### src/rtl/ysyx_210457_bus_arbiter_n_pkg.sv
// Shared encodings for the N-master bus arbiter.
// Access sizes, FSM states and zero constants.
package ysyx_210457_bus_arbiter_n_pkg;

    localparam logic [1:0] SIZE_B = 2'd0;
    localparam logic [1:0] SIZE_H = 2'd1;
    localparam logic [1:0] SIZE_W = 2'd2;
    localparam logic [1:0] SIZE_D = 2'd3;

    typedef enum logic [1:0] {
        ARB_IDLE  = 2'd0,
        ARB_ISSUE = 2'd1,
        ARB_WAIT  = 2'd2
    } arb_state_e;

    localparam logic [31:0] ZERO_ADDR = 32'h0;
    localparam logic [63:0] ZERO_WORD = 64'h0;

endpackage

### src/rtl/ysyx_210457_bus_arbiter_n_if.sv
// Master-side request/response bundle and bridge port.
// slave: arbiter view; master: environment view.
interface ysyx_210457_bus_arbiter_n_if #(
    parameter int NUM_M  = 2,
    parameter int ADDR_W = 32,
    parameter int DATA_W = 64,
    parameter int ID_W   = 4
);
    logic [NUM_M-1:0]        m_valid;
    logic [NUM_M-1:0]        m_write;
    logic [NUM_M*ADDR_W-1:0] m_addr;
    logic [NUM_M*DATA_W-1:0] m_wdata;
    logic [NUM_M*2-1:0]      m_size;
    logic [NUM_M-1:0]        m_flush;
    logic [NUM_M-1:0]        m_ready;
    logic [NUM_M-1:0]        m_rvalid;
    logic [DATA_W-1:0]       m_rdata;

    logic                    bus_valid;
    logic                    bus_ready;
    logic [ADDR_W-1:0]       bus_addr;
    logic [DATA_W-1:0]       bus_wdata;
    logic                    bus_write;
    logic [1:0]              bus_size;
    logic [ID_W-1:0]         bus_id;
    logic                    bus_rvalid;
    logic [ID_W-1:0]         bus_rid;
    logic [DATA_W-1:0]       bus_rdata;
    logic                    busy;

    modport slave (
        input  m_valid, m_write, m_addr, m_wdata, m_size, m_flush,
        output m_ready, m_rvalid, m_rdata,
        output bus_valid, bus_addr, bus_wdata, bus_write,
        output bus_size, bus_id,
        input  bus_ready, bus_rvalid, bus_rid, bus_rdata,
        output busy
    );

    modport master (
        output m_valid, m_write, m_addr, m_wdata, m_size, m_flush,
        input  m_ready, m_rvalid, m_rdata,
        input  bus_valid, bus_addr, bus_wdata, bus_write,
        input  bus_size, bus_id,
        output bus_ready, bus_rvalid, bus_rid, bus_rdata,
        input  busy
    );

endinterface

### src/rtl/ysyx_210457_arb_pick.sv
// Rotating priority picker: first set request at or after start.
// start=0 gives plain lowest-index-wins priority.
module ysyx_210457_arb_pick #(
    parameter int N  = 2,
    parameter int IW = 4
) (
    input  logic [N-1:0]  req,
    input  logic [IW-1:0] start,
    output logic [N-1:0]  gnt,
    output logic [IW-1:0] idx,
    output logic          any
);

    logic [2*N-1:0] rot;
    logic [IW:0]    pos;

    // Rotate so the start position sits at bit 0, then scan upward.
    always_comb begin
        rot = {req, req} >> start;
        any = 1'b0;
        idx = '0;
        pos = '0;
        for (int k = 0; k < N; k++) begin
            if (!any && rot[k]) begin
                any = 1'b1;
                pos = {1'b0, start} + (IW+1)'(k);
                if (pos >= (IW+1)'(N))
                    pos = pos - (IW+1)'(N);
                idx = pos[IW-1:0];
            end
        end
    end

    // Decode the winning index back to a one-hot grant.
    always_comb begin
        gnt = '0;
        for (int i = 0; i < N; i++)
            gnt[i] = any && (idx == IW'(i));
    end

endmodule

### src/rtl/ysyx_210457_bus_arbiter_n.sv
// N-master arbiter in front of the single AXI bridge port.
// Define ARB_ROUND_ROBIN_EN for rotating instead of fixed priority.
module ysyx_210457_bus_arbiter_n
    import ysyx_210457_bus_arbiter_n_pkg::*;
#(
    parameter int NUM_M  = 2,
    parameter int ADDR_W = 32,
    parameter int DATA_W = 64,
    parameter int ID_W   = 4
) (
    input  logic                        clock,
    input  logic                        reset,
    ysyx_210457_bus_arbiter_n_if.slave  arb
);

    arb_state_e        state_q, state_d;
    logic [ID_W-1:0]   grant_q, grant_d;
    logic              drop_q, drop_d;
    logic [ADDR_W-1:0] addr_q, addr_d;
    logic [DATA_W-1:0] wdata_q, wdata_d;
    logic              write_q, write_d;
    logic [1:0]        size_q, size_d;

    logic [NUM_M-1:0]  req;
    logic [NUM_M-1:0]  pick_gnt;
    logic [ID_W-1:0]   pick_idx;
    logic              pick_any;
    logic [ID_W-1:0]   start;
    logic [NUM_M-1:0]  grant_oh;
    logic              flush_g;
    logic              fwd;
    logic [NUM_M-1:0]  ready;

    // A flushing master never competes in the same cycle.
    assign req = arb.m_valid & ~arb.m_flush;

`ifdef ARB_ROUND_ROBIN_EN
    logic [ID_W-1:0] last_q;

    assign start = (last_q == ID_W'(NUM_M-1)) ? '0 : last_q + 1'b1;

    // Remember the last winner so the search starts just past it.
    always_ff @(posedge clock) begin
        if (reset)
            last_q <= '0;
        else if (state_q == ARB_IDLE && pick_any)
            last_q <= pick_idx;
    end
`else
    assign start = '0;
`endif

    ysyx_210457_arb_pick #(
        .N  (NUM_M),
        .IW (ID_W)
    ) u_pick (
        .req   (req),
        .start (start),
        .gnt   (pick_gnt),
        .idx   (pick_idx),
        .any   (pick_any)
    );

    // One-hot view of the held grant for flush and response routing.
    always_comb begin
        grant_oh = '0;
        for (int i = 0; i < NUM_M; i++)
            grant_oh[i] = (grant_q == ID_W'(i));
    end

    assign flush_g = |(arb.m_flush & grant_oh);

    // Next-state, request capture and handshake outputs.
    always_comb begin
        state_d = state_q;
        grant_d = grant_q;
        drop_d  = drop_q;
        addr_d  = addr_q;
        wdata_d = wdata_q;
        write_d = write_q;
        size_d  = size_q;
        ready   = '0;
        fwd     = 1'b0;
        unique case (state_q)
            ARB_IDLE: begin
                drop_d = 1'b0;
                if (pick_any) begin
                    grant_d = pick_idx;
                    state_d = ARB_ISSUE;
                    for (int i = 0; i < NUM_M; i++) begin
                        if (pick_gnt[i]) begin
                            addr_d  = arb.m_addr[i*ADDR_W +: ADDR_W];
                            wdata_d = arb.m_wdata[i*DATA_W +: DATA_W];
                            write_d = arb.m_write[i];
                            size_d  = arb.m_size[i*2 +: 2];
                        end
                    end
                end
            end
            ARB_ISSUE: begin
                if (arb.bus_ready) begin
                    // Bridge took it; a same-cycle flush only drops the reply.
                    state_d = ARB_WAIT;
                    if (flush_g)
                        drop_d = 1'b1;
                    else
                        ready = grant_oh;
                end else if (flush_g) begin
                    state_d = ARB_IDLE;
                end
            end
            ARB_WAIT: begin
                if (flush_g)
                    drop_d = 1'b1;
                if (arb.bus_rvalid && arb.bus_rid == grant_q) begin
                    state_d = ARB_IDLE;
                    drop_d  = 1'b0;
                    fwd     = !drop_q && !flush_g;
                end
            end
            default: state_d = ARB_IDLE;
        endcase
    end

    // State and request registers.
    always_ff @(posedge clock) begin
        if (reset) begin
            state_q <= ARB_IDLE;
            grant_q <= '0;
            drop_q  <= 1'b0;
            addr_q  <= ADDR_W'(ZERO_ADDR);
            wdata_q <= DATA_W'(ZERO_WORD);
            write_q <= 1'b0;
            size_q  <= SIZE_B;
        end else begin
            state_q <= state_d;
            grant_q <= grant_d;
            drop_q  <= drop_d;
            addr_q  <= addr_d;
            wdata_q <= wdata_d;
            write_q <= write_d;
            size_q  <= size_d;
        end
    end

    assign arb.m_ready   = ready;
    assign arb.m_rvalid  = fwd ? grant_oh : '0;
    assign arb.m_rdata   = fwd ? arb.bus_rdata : DATA_W'(ZERO_WORD);
    assign arb.bus_valid = (state_q == ARB_ISSUE);
    assign arb.bus_addr  = addr_q;
    assign arb.bus_wdata = wdata_q;
    assign arb.bus_write = write_q;
    assign arb.bus_size  = size_q;
    assign arb.bus_id    = grant_q;
    assign arb.busy      = (state_q != ARB_IDLE);

endmodule

### src/flat_wrapper.sv
// flat-port wrapper written by rule: the top's interface ports become plain ports
module ysyx_210457_bus_arbiter_n_flat import ysyx_210457_bus_arbiter_n_pkg::*;
#(
    parameter int NUM_M  = 2,
    parameter int ADDR_W = 32,
    parameter int DATA_W = 64,
    parameter int ID_W   = 4
)
  (clock, reset, arb_m_valid, arb_m_write, arb_m_addr, arb_m_wdata, arb_m_size, arb_m_flush, arb_m_ready, arb_m_rvalid, arb_m_rdata, arb_bus_valid, arb_bus_addr, arb_bus_wdata, arb_bus_write, arb_bus_size, arb_bus_id, arb_bus_ready, arb_bus_rvalid, arb_bus_rid, arb_bus_rdata, arb_busy);
  ysyx_210457_bus_arbiter_n_if #(.NUM_M(NUM_M), .ADDR_W(ADDR_W), .DATA_W(DATA_W), .ID_W(ID_W)) arb_i ();
  input  logic clock;
  input  logic reset;
  input wire logic [$bits(arb_i.m_valid)-1:0] arb_m_valid;
  input wire logic [$bits(arb_i.m_write)-1:0] arb_m_write;
  input wire logic [$bits(arb_i.m_addr)-1:0] arb_m_addr;
  input wire logic [$bits(arb_i.m_wdata)-1:0] arb_m_wdata;
  input wire logic [$bits(arb_i.m_size)-1:0] arb_m_size;
  input wire logic [$bits(arb_i.m_flush)-1:0] arb_m_flush;
  output wire logic [$bits(arb_i.m_ready)-1:0] arb_m_ready;
  output wire logic [$bits(arb_i.m_rvalid)-1:0] arb_m_rvalid;
  output wire logic [$bits(arb_i.m_rdata)-1:0] arb_m_rdata;
  output wire logic [$bits(arb_i.bus_valid)-1:0] arb_bus_valid;
  output wire logic [$bits(arb_i.bus_addr)-1:0] arb_bus_addr;
  output wire logic [$bits(arb_i.bus_wdata)-1:0] arb_bus_wdata;
  output wire logic [$bits(arb_i.bus_write)-1:0] arb_bus_write;
  output wire logic [$bits(arb_i.bus_size)-1:0] arb_bus_size;
  output wire logic [$bits(arb_i.bus_id)-1:0] arb_bus_id;
  input wire logic [$bits(arb_i.bus_ready)-1:0] arb_bus_ready;
  input wire logic [$bits(arb_i.bus_rvalid)-1:0] arb_bus_rvalid;
  input wire logic [$bits(arb_i.bus_rid)-1:0] arb_bus_rid;
  input wire logic [$bits(arb_i.bus_rdata)-1:0] arb_bus_rdata;
  output wire logic [$bits(arb_i.busy)-1:0] arb_busy;
  assign arb_i.m_valid = arb_m_valid;
  assign arb_i.m_write = arb_m_write;
  assign arb_i.m_addr = arb_m_addr;
  assign arb_i.m_wdata = arb_m_wdata;
  assign arb_i.m_size = arb_m_size;
  assign arb_i.m_flush = arb_m_flush;
  assign arb_m_ready = arb_i.m_ready;
  assign arb_m_rvalid = arb_i.m_rvalid;
  assign arb_m_rdata = arb_i.m_rdata;
  assign arb_bus_valid = arb_i.bus_valid;
  assign arb_bus_addr = arb_i.bus_addr;
  assign arb_bus_wdata = arb_i.bus_wdata;
  assign arb_bus_write = arb_i.bus_write;
  assign arb_bus_size = arb_i.bus_size;
  assign arb_bus_id = arb_i.bus_id;
  assign arb_i.bus_ready = arb_bus_ready;
  assign arb_i.bus_rvalid = arb_bus_rvalid;
  assign arb_i.bus_rid = arb_bus_rid;
  assign arb_i.bus_rdata = arb_bus_rdata;
  assign arb_busy = arb_i.busy;
  ysyx_210457_bus_arbiter_n #(.NUM_M(NUM_M), .ADDR_W(ADDR_W), .DATA_W(DATA_W), .ID_W(ID_W)) u_core (.clock(clock), .reset(reset), .arb(arb_i));
endmodule
### config.mk
export PLATFORM = sky130hd
export DESIGN_NAME = ysyx_210457_bus_arbiter_n_flat
export DESIGN_NICKNAME = d
export VERILOG_FILES = /design/src/rtl/ysyx_210457_bus_arbiter_n_pkg.sv /design/src/rtl/ysyx_210457_bus_arbiter_n_if.sv /design/src/rtl/ysyx_210457_arb_pick.sv /design/src/rtl/ysyx_210457_bus_arbiter_n.sv /design/src/flat_wrapper.sv
export SDC_FILE = /design/constraint.sdc
export NUM_CORES = 1
export LEC_CHECK = 0
export ABC_AREA = 1
export CAP_MARGIN = 5
export CORE_AREA = 2 2 173 175
export CTS_BUF_LIST = sky130_fd_sc_hd__clkbuf_4 sky130_fd_sc_hd__clkbuf_8 sky130_fd_sc_hd__clkbuf_16
export DETAILED_ROUTE_END_ITERATION = 10
export DIE_AREA = 0 0 175 177
export PLACE_DENSITY_LB_ADDON = 0.12
export RECOVER_POWER = 25
export SKIP_LAST_GASP = 1
export SLEW_MARGIN = 10
export SYNTH_ARGS = -nofsm -noshare
export SYNTH_HDL_FRONTEND = slang
export SYNTH_SLANG_ARGS = --single-unit
### constraint.sdc
create_clock -name clock -period 2 [get_ports clock]
set_input_delay 0.2 -clock clock [delete_from_list [all_inputs] [get_ports clock]]
set_output_delay 0.2 -clock clock [all_outputs]
set_load 0.005 [all_outputs]
==> out/results.ini, run 1 <==
[floorplanning]
coreArea_um2=29200
die_h_um=177
placementRows=63
initial_core_util_pct=19.0
die_w_um=175
die_area_um2=31000
ios=447

[logic_synthesis]
ys_ff_latch=103
syn_area_per_cell_um2=6.50
ys_types=22
synth_area_um2=5550
ys_seq_area_share_pct=37.1
syn_inst=854
yosys_warnings=0

[detailed_routing]
via_count=6816
drt_iter0_markers=204
ant_nets=0
drc=0
routed_via_density=4.01
avgRoutedWirePerCell_um=15.8
drt-total-wl_um=26900
drtPass1Iterations=4

[sta]
hold_slack_ps=467
fin_tns_setup_ps=-1410
slew_headroom_pct=62.6
setup_violations=26
min_period_ps=2120
fmax_ghz=0.473
postLayoutSetupSlackWorst_ps=-116
hold_viol_final=0
tightest_slew_ps=561
rsz0062_at_grt=yes
clock-skew-final_ps=12.1
finalMaxSlewViolations=0
final.period_utilization_pct=106

[clocking]
cts.reportedPaths.clkPinSlew_ps=70
htreeDepth=3
tritoncts=yes
insertion_delay_ps=350
root_buffer=clkbuf_16
clockBufferDepth=2
cts_made_buffers=9
cts_sinks=103

[status]
violations=negative setup slack
status=finished with violations

[power]
leakagePower_nw=5.68
power_density_nw_per_um2=794
vdd_drop_max_v=0.000387

[grt]
antenna_found_initial=3
grt_pass1_wl_um=39400
overflow=0
grt_max_degree=61
grt_use_total_pct=16.7
first_global_vias=6758

[final_layout]
fin_area_um2=11000
drive_above_1_share_pct=10.6
fin_util_pct=37.6
multiInputGateArea_um2=2580
seq_area_um2=2070
synthToLayoutAreaGrowth_pct=98.0
fillCellCount=3077
finalNetCount=1580

[critical_path]
critPathMostFrequentCell=nand2_1
path_buf_inv=4
critical_path_class=reg -> out
cp.required_ps=1800
crit_fanout=26
crit_family=buffers and inverters
crit_slowest_cell=clkdlybuf4s50_1
cp_data_arrival_time_ps=1920
crit_path_cell_trace=buf_4 > nand2_1 > nand2_1 > nand4_1 > buf_6 > buf_12 > nor2_2 > clkdlybuf4s50_1
end_kind=output port
max_stage_delay_ps=490
cp-start-kind=flop

[placement]
port_buffers=443
hpwl_um=20900
place_congestion=0.761
dp_slack_ps=-268
place_area_um2=10600

[job]
cap_viol_max_count=0

[min_path]
hp-class=reg -> reg

layer usage:
metal / GRT usage (%) / share of wire (%) / vias up
met2: 32.7 / 54 / 277
met4: 3.85 / 1.3 / 0
met3: 5.65 / 8.6 / 14
met1: 17.0 / 37 / 2965
met5: 0 / 0 / -
li1: - / - / 3560
worst register-to-register path, delay by kind of cell, from the launching register on:
kind                   cells  cell delay (ps)
buffers and inverters      9             1030
and+or+nand+nor            5              300
AOI/OAI and AO/OA          1               50
DFF                        1              380
synth_stat cells:
cell / number / share of area [%]
nand2_1: 219 / 15
inv_1: 174 / 12
dfxtp_1: 103 / 37
nand3_1: 102 / 9.2
o211ai_1: 99 / 13
nor2_1: 72 / 4.9
clkbuf_1: 25 / 1.7
buf_2: 22 / 2.0
buf_4: 9 / 1.2
a21oi_1: 4 / 0.36
buf_6: 4 / 0.81
ha_1: 4 / 0.90
inv_2: 4 / 0.27
buf_1: 2 / 0.14
nand2_2: 2 / 0.23
nand3b_1: 2 / 0.27
nor3_1: 2 / 0.18
a21oi_4: 1 / 0.29
conb_1: 1 / 0.068
nand3_2: 1 / 0.18
nand4_1: 1 / 0.11
o21a_1: 1 / 0.14
what timing repair did:
item / in CTS / in global routing
gates resized for setup: 133 / 77
cloned: 4 / 0
hold buffers: 0 / 0
buffers inserted: 16 / 3
pin swaps: 0 / 3
setup endpoints to repair: 68 / 68
cell usage in the layout, fill, tap and decap left out, drive strengths merged:
master,synthesis,final
clkinvlp,0,1
nand4,1,1
nor3,2,2
diode,0,3
nor2,72,72
clkbuf,25,21
inv,178,179
dlygate4sd2,0,14
clkdlybuf4s50,0,321
clkinv,0,4
a21oi,5,5
nand3b,2,2
conb,1,3
dlygate4sd3,0,55
nand3,103,103
ha,4,4
dfxtp,103,103
nand2,221,221
buf,37,78
o21a,1,1
clkdlybuf4s15,0,4
dlymetal6s2s,0,13
o211ai,99,99
final cells by class:
| class | count | share of cell area (%) |
|---|---|---|
| antenna | 3 | 0.0683 |
| clock buffer | 9 | 2.05 |
| clock inverter | 6 | 0.512 |
| inverter | 178 | 6.16 |
| multi-input combinational | 513 | 23.4 |
| sequential | 103 | 18.8 |
| tap | 390 | 4.44 |
| timing repair buffer | 497 | 44.5 |
flip-flops by register name, indices dropped and copies added, names as in the netlist:
signal                flops
u_core.arb.bus_wdata     64
u_core.state_q            2
u_core.drop_q             1
u_core.arb.bus_write      1
u_core.arb.bus_addr      32
u_core.arb.bus_size       2
u_core.arb.bus_id         1
metrics by stage:
stage	power [mW]	std cells
2_1_floorplan	4.61	856
3_3_place_gp	7.17	1663
3_5_place_dp	7.14	1663
4_1_cts	9.06	1698
5_1_grt	9.38	1698
6_report	8.73	1699
path summary, 6_finish.rpt:
path	startpoint	endpoint	slack (ps)	cells past startpoint
max	u_core.arb.bus_id[0]	arb_m_rdata[42]	-120	8
max reg2reg	u_core.arb.bus_id[0]	u_core.drop_q	150	15
min	u_core.drop_q	u_core.drop_q	470	2
min reg2reg	u_core.drop_q	u_core.drop_q	470	2
report_power, final:
group / switching [mW] / internal, mW / total [mW]
registers: 0.317 / 2.67 / 2.99
logic: 1.79 / 2.22 / 4.01
clock network: 0.868 / 0.864 / 1.73
cells by family (layout without fill, tap and decap cells):
logic type               after synthesis  count (layout)  synth area share (%)
AND/OR/NAND/NOR                      401             401                  29.8
other                                  1               6                0.0675
AO/OA/AOI/OAI                        105             105                  14.2
adder cells (fa/ha/maj)                4               4                 0.902
buffers and inverters                240             690                  17.9
flip-flops                           103             103                  37.1
(Power assumes the default switching activity.)
==> inputs of run 2 (changes only) <==
--- a/config.mk
+++ b/config.mk
@@ -6,7 +6,7 @@
 export NUM_CORES = 1
 export LEC_CHECK = 0
 export ABC_AREA = 1
-export CAP_MARGIN = 5
+export CAP_MARGIN = 20
 export CORE_AREA = 2 2 173 175
 export CTS_BUF_LIST = sky130_fd_sc_hd__clkbuf_4 sky130_fd_sc_hd__clkbuf_8 sky130_fd_sc_hd__clkbuf_16
 export DETAILED_ROUTE_END_ITERATION = 10
==> results of run 2 <==
Final layout, timing and power as in run 1 (identical DEF).
==> inputs of run 3 (changes only) <==
--- a/config.mk
+++ b/config.mk
@@ -7,10 +7,10 @@
 export LEC_CHECK = 0
 export ABC_AREA = 1
 export CAP_MARGIN = 20
-export CORE_AREA = 2 2 173 175
+export CORE_AREA = 2 2 175 177
 export CTS_BUF_LIST = sky130_fd_sc_hd__clkbuf_4 sky130_fd_sc_hd__clkbuf_8 sky130_fd_sc_hd__clkbuf_16
 export DETAILED_ROUTE_END_ITERATION = 10
-export DIE_AREA = 0 0 175 177
+export DIE_AREA = 0 0 177 179
 export PLACE_DENSITY_LB_ADDON = 0.12
 export RECOVER_POWER = 25
 export SKIP_LAST_GASP = 1
==> constraint.sdc (replaced) <==
create_clock -name clock -period 2.5 [get_ports clock]
set_input_delay 0.25 -clock clock [delete_from_list [all_inputs] [get_ports clock]]
set_output_delay 0.25 -clock clock [all_outputs]
set_load 0.005 [all_outputs]
==> out/results.ini, run 3 (synthesis results as in run 1) <==
[status]
status=finished, final reports clean

[grt]
first_global_vias=6254
antenna_found_initial=1
grt_max_degree=102
grt_use_total_pct=15.4
grt_pass1_wl_um=36700
overflow=0

[sta]
hold_slack_ps=470
hold_viol_final=0
min_period_ps=2360
tightest_slew_ps=1170
clock-skew-final_ps=7.90
fin_tns_setup_ps=0
final.period_utilization_pct=94.6
finalMaxSlewViolations=0
rsz0062_at_grt=yes
slew_headroom_pct=21.9
fmax_ghz=0.423
postLayoutSetupSlackWorst_ps=136
setup_violations=0

[final_layout]
finalNonFillerCells=1665
fin_area_um2=10700
mostFrequentLayoutCell=clkdlybuf4s50_1
final_cell_mix=clkdlybuf4s50_1 (380), nand2_1 (219), inv_1 (173)
finalNetCount=1541
seq_area_um2=2060
synthToLayoutAreaGrowth_pct=93.5
drive_above_1_share_pct=3.23
largest_reg_flops=64
fillCellCount=3230
multiInputGateArea_um2=2510

[clocking]
hold_buffers=0
cts_made_buffers=9
tritoncts=yes
htreeDepth=3
clockBufferDepth=2
cts_sinks=103
cts.reportedPaths.clkPinSlew_ps=70
insertion_delay_ps=360
root_buffer=clkbuf_16

[floorplanning]
die_h_um=179
coreArea_um2=30000
ios=447
die_w_um=177
placementRows=64
die_area_um2=31700
initial_core_util_pct=18.5

[critical_path]
crit_fanout=26
critical_path_class=reg -> out
r2r_slack_ps=710
timing.rr.end=u_core.arb.bus_wdata[22]
path_buf_inv=5
cp.required_ps=2250
crit_path_cell_trace=inv_2 > nand2_1 > nand3b_1 > inv_1 > nand4_1 > buf_4 > clkbuf_16 > nor2_1 > clkdlybuf4s50_1
r2r_cells=8
cp-start-kind=flop
end_kind=output port
r2r_start=u_core.state_q[0]
cp_data_arrival_time_ps=2110
max_stage_delay_ps=500
crit_slowest_cell=clkdlybuf4s50_1
crit_family=buffers and inverters

[detailed_routing]
avgRoutedWirePerCell_um=15.5
ant_nets=0
drt_iter0_markers=168
drt-total-wl_um=25800
routed_via_density=3.99
via_count=6646
drtPass1Iterations=4
drc=0

[placement]
dp_slack_ps=169
port_buffers=443
place_congestion=0.730
dp.cells=1646
place_area_um2=10400
hpwl_um=19600

[min_path]
holdPathEnd=u_core.drop_q
holdPathStages=2
hp-class=reg -> reg
min-delay-start=u_core.drop_q

[power]
vdd_drop_max_v=0.000296
leakagePower_nw=5.13
power_density_nw_per_um2=645

[job]
cap_viol_max_count=0

[run 3: cell types whose count changed in the layout (fill, tap and decap cells not counted), moves of 7 or more]
cell	delta
dlygate4sd2_1	-14
nor2_1	+17
buf_4	-33
dlygate4sd3_1	+7
buf_2	-25
clkbuf_2	-11
nor2_2	-15
dlymetal6s2s_1	-12
clkdlybuf4s50_1	+59
[run 3: worst max path at each step]
stage / from / end / slack (ps) / depth (start not counted)
after floorplan: u_core.arb.bus_id[0] / arb_m_rdata[17] / 1020 / 8
after detailed placement: arb_m_flush[1] / arb_m_rdata[61] / 170 / 8
after global placement: arb_m_flush[1] / arb_m_rdata[50] / 200 / 8
final: u_core.arb.bus_id[0] / arb_m_rdata[12] / 140 / 9
after CTS: u_core.arb.bus_id[0] / arb_m_rdata[61] / 50 / 8
after global routing: u_core.arb.bus_id[0] / arb_m_rdata[61] / -20 / 9
[run 3: worst register-to-register path, delay by kind of cell (launching register included)]
family          cells  cell delay, ps
compound gates      1             100
buf+inv             4             650
flops               1             330
fa+ha+maj           1             270
simple gates        2             340
[run 3: cell type report]
cell class	count	share of cell area (%)
multi-input combinational	513	23.4
sequential	103	19.2
antenna	1	0.0233
clock buffer	12	2.48
clock inverter	4	0.478
tap	396	4.61
inverter	178	6.28
timing repair buffer	458	43.5
[run 3: per-stage QoR]
step	util [%]	power (mW)
6_report	35.8	6.93
5_1_grt	35.8	7.44
4_1_cts	35.7	7.22
3_5_place_dp	34.6	5.59
3_3_place_gp	34.6	5.61
2_1_floorplan	-	3.68
[run 3: metal layers]
layer | track usage, % | wire [µm] | up-vias
li1 | - | - | 3477
met1 | 15.5 | 9400 | 2869
met2 | 28.9 | 13300 | 280
met3 | 5.30 | 2520 | 20
met4 | 6.23 | 620 | 0
met5 | 0 | 0 | -
[run 3: timing repair]
item | 4_1_cts | 5_1_grt
setup endpoints to repair | 0 | 66
resized for setup | 0 | 2
setup buffers | 0 | 1
[run 3: where the power goes]
| part | internal [mW] | switching [mW] | leakage, nW |
|---|---|---|---|
| clock | 0.862 | 0.686 | 0.155 |
| sequential | 2.13 | 0.257 | 0.851 |
| combinational | 1.64 | 1.35 | 4.12 |
| total | 4.64 | 2.30 | 5.12 |
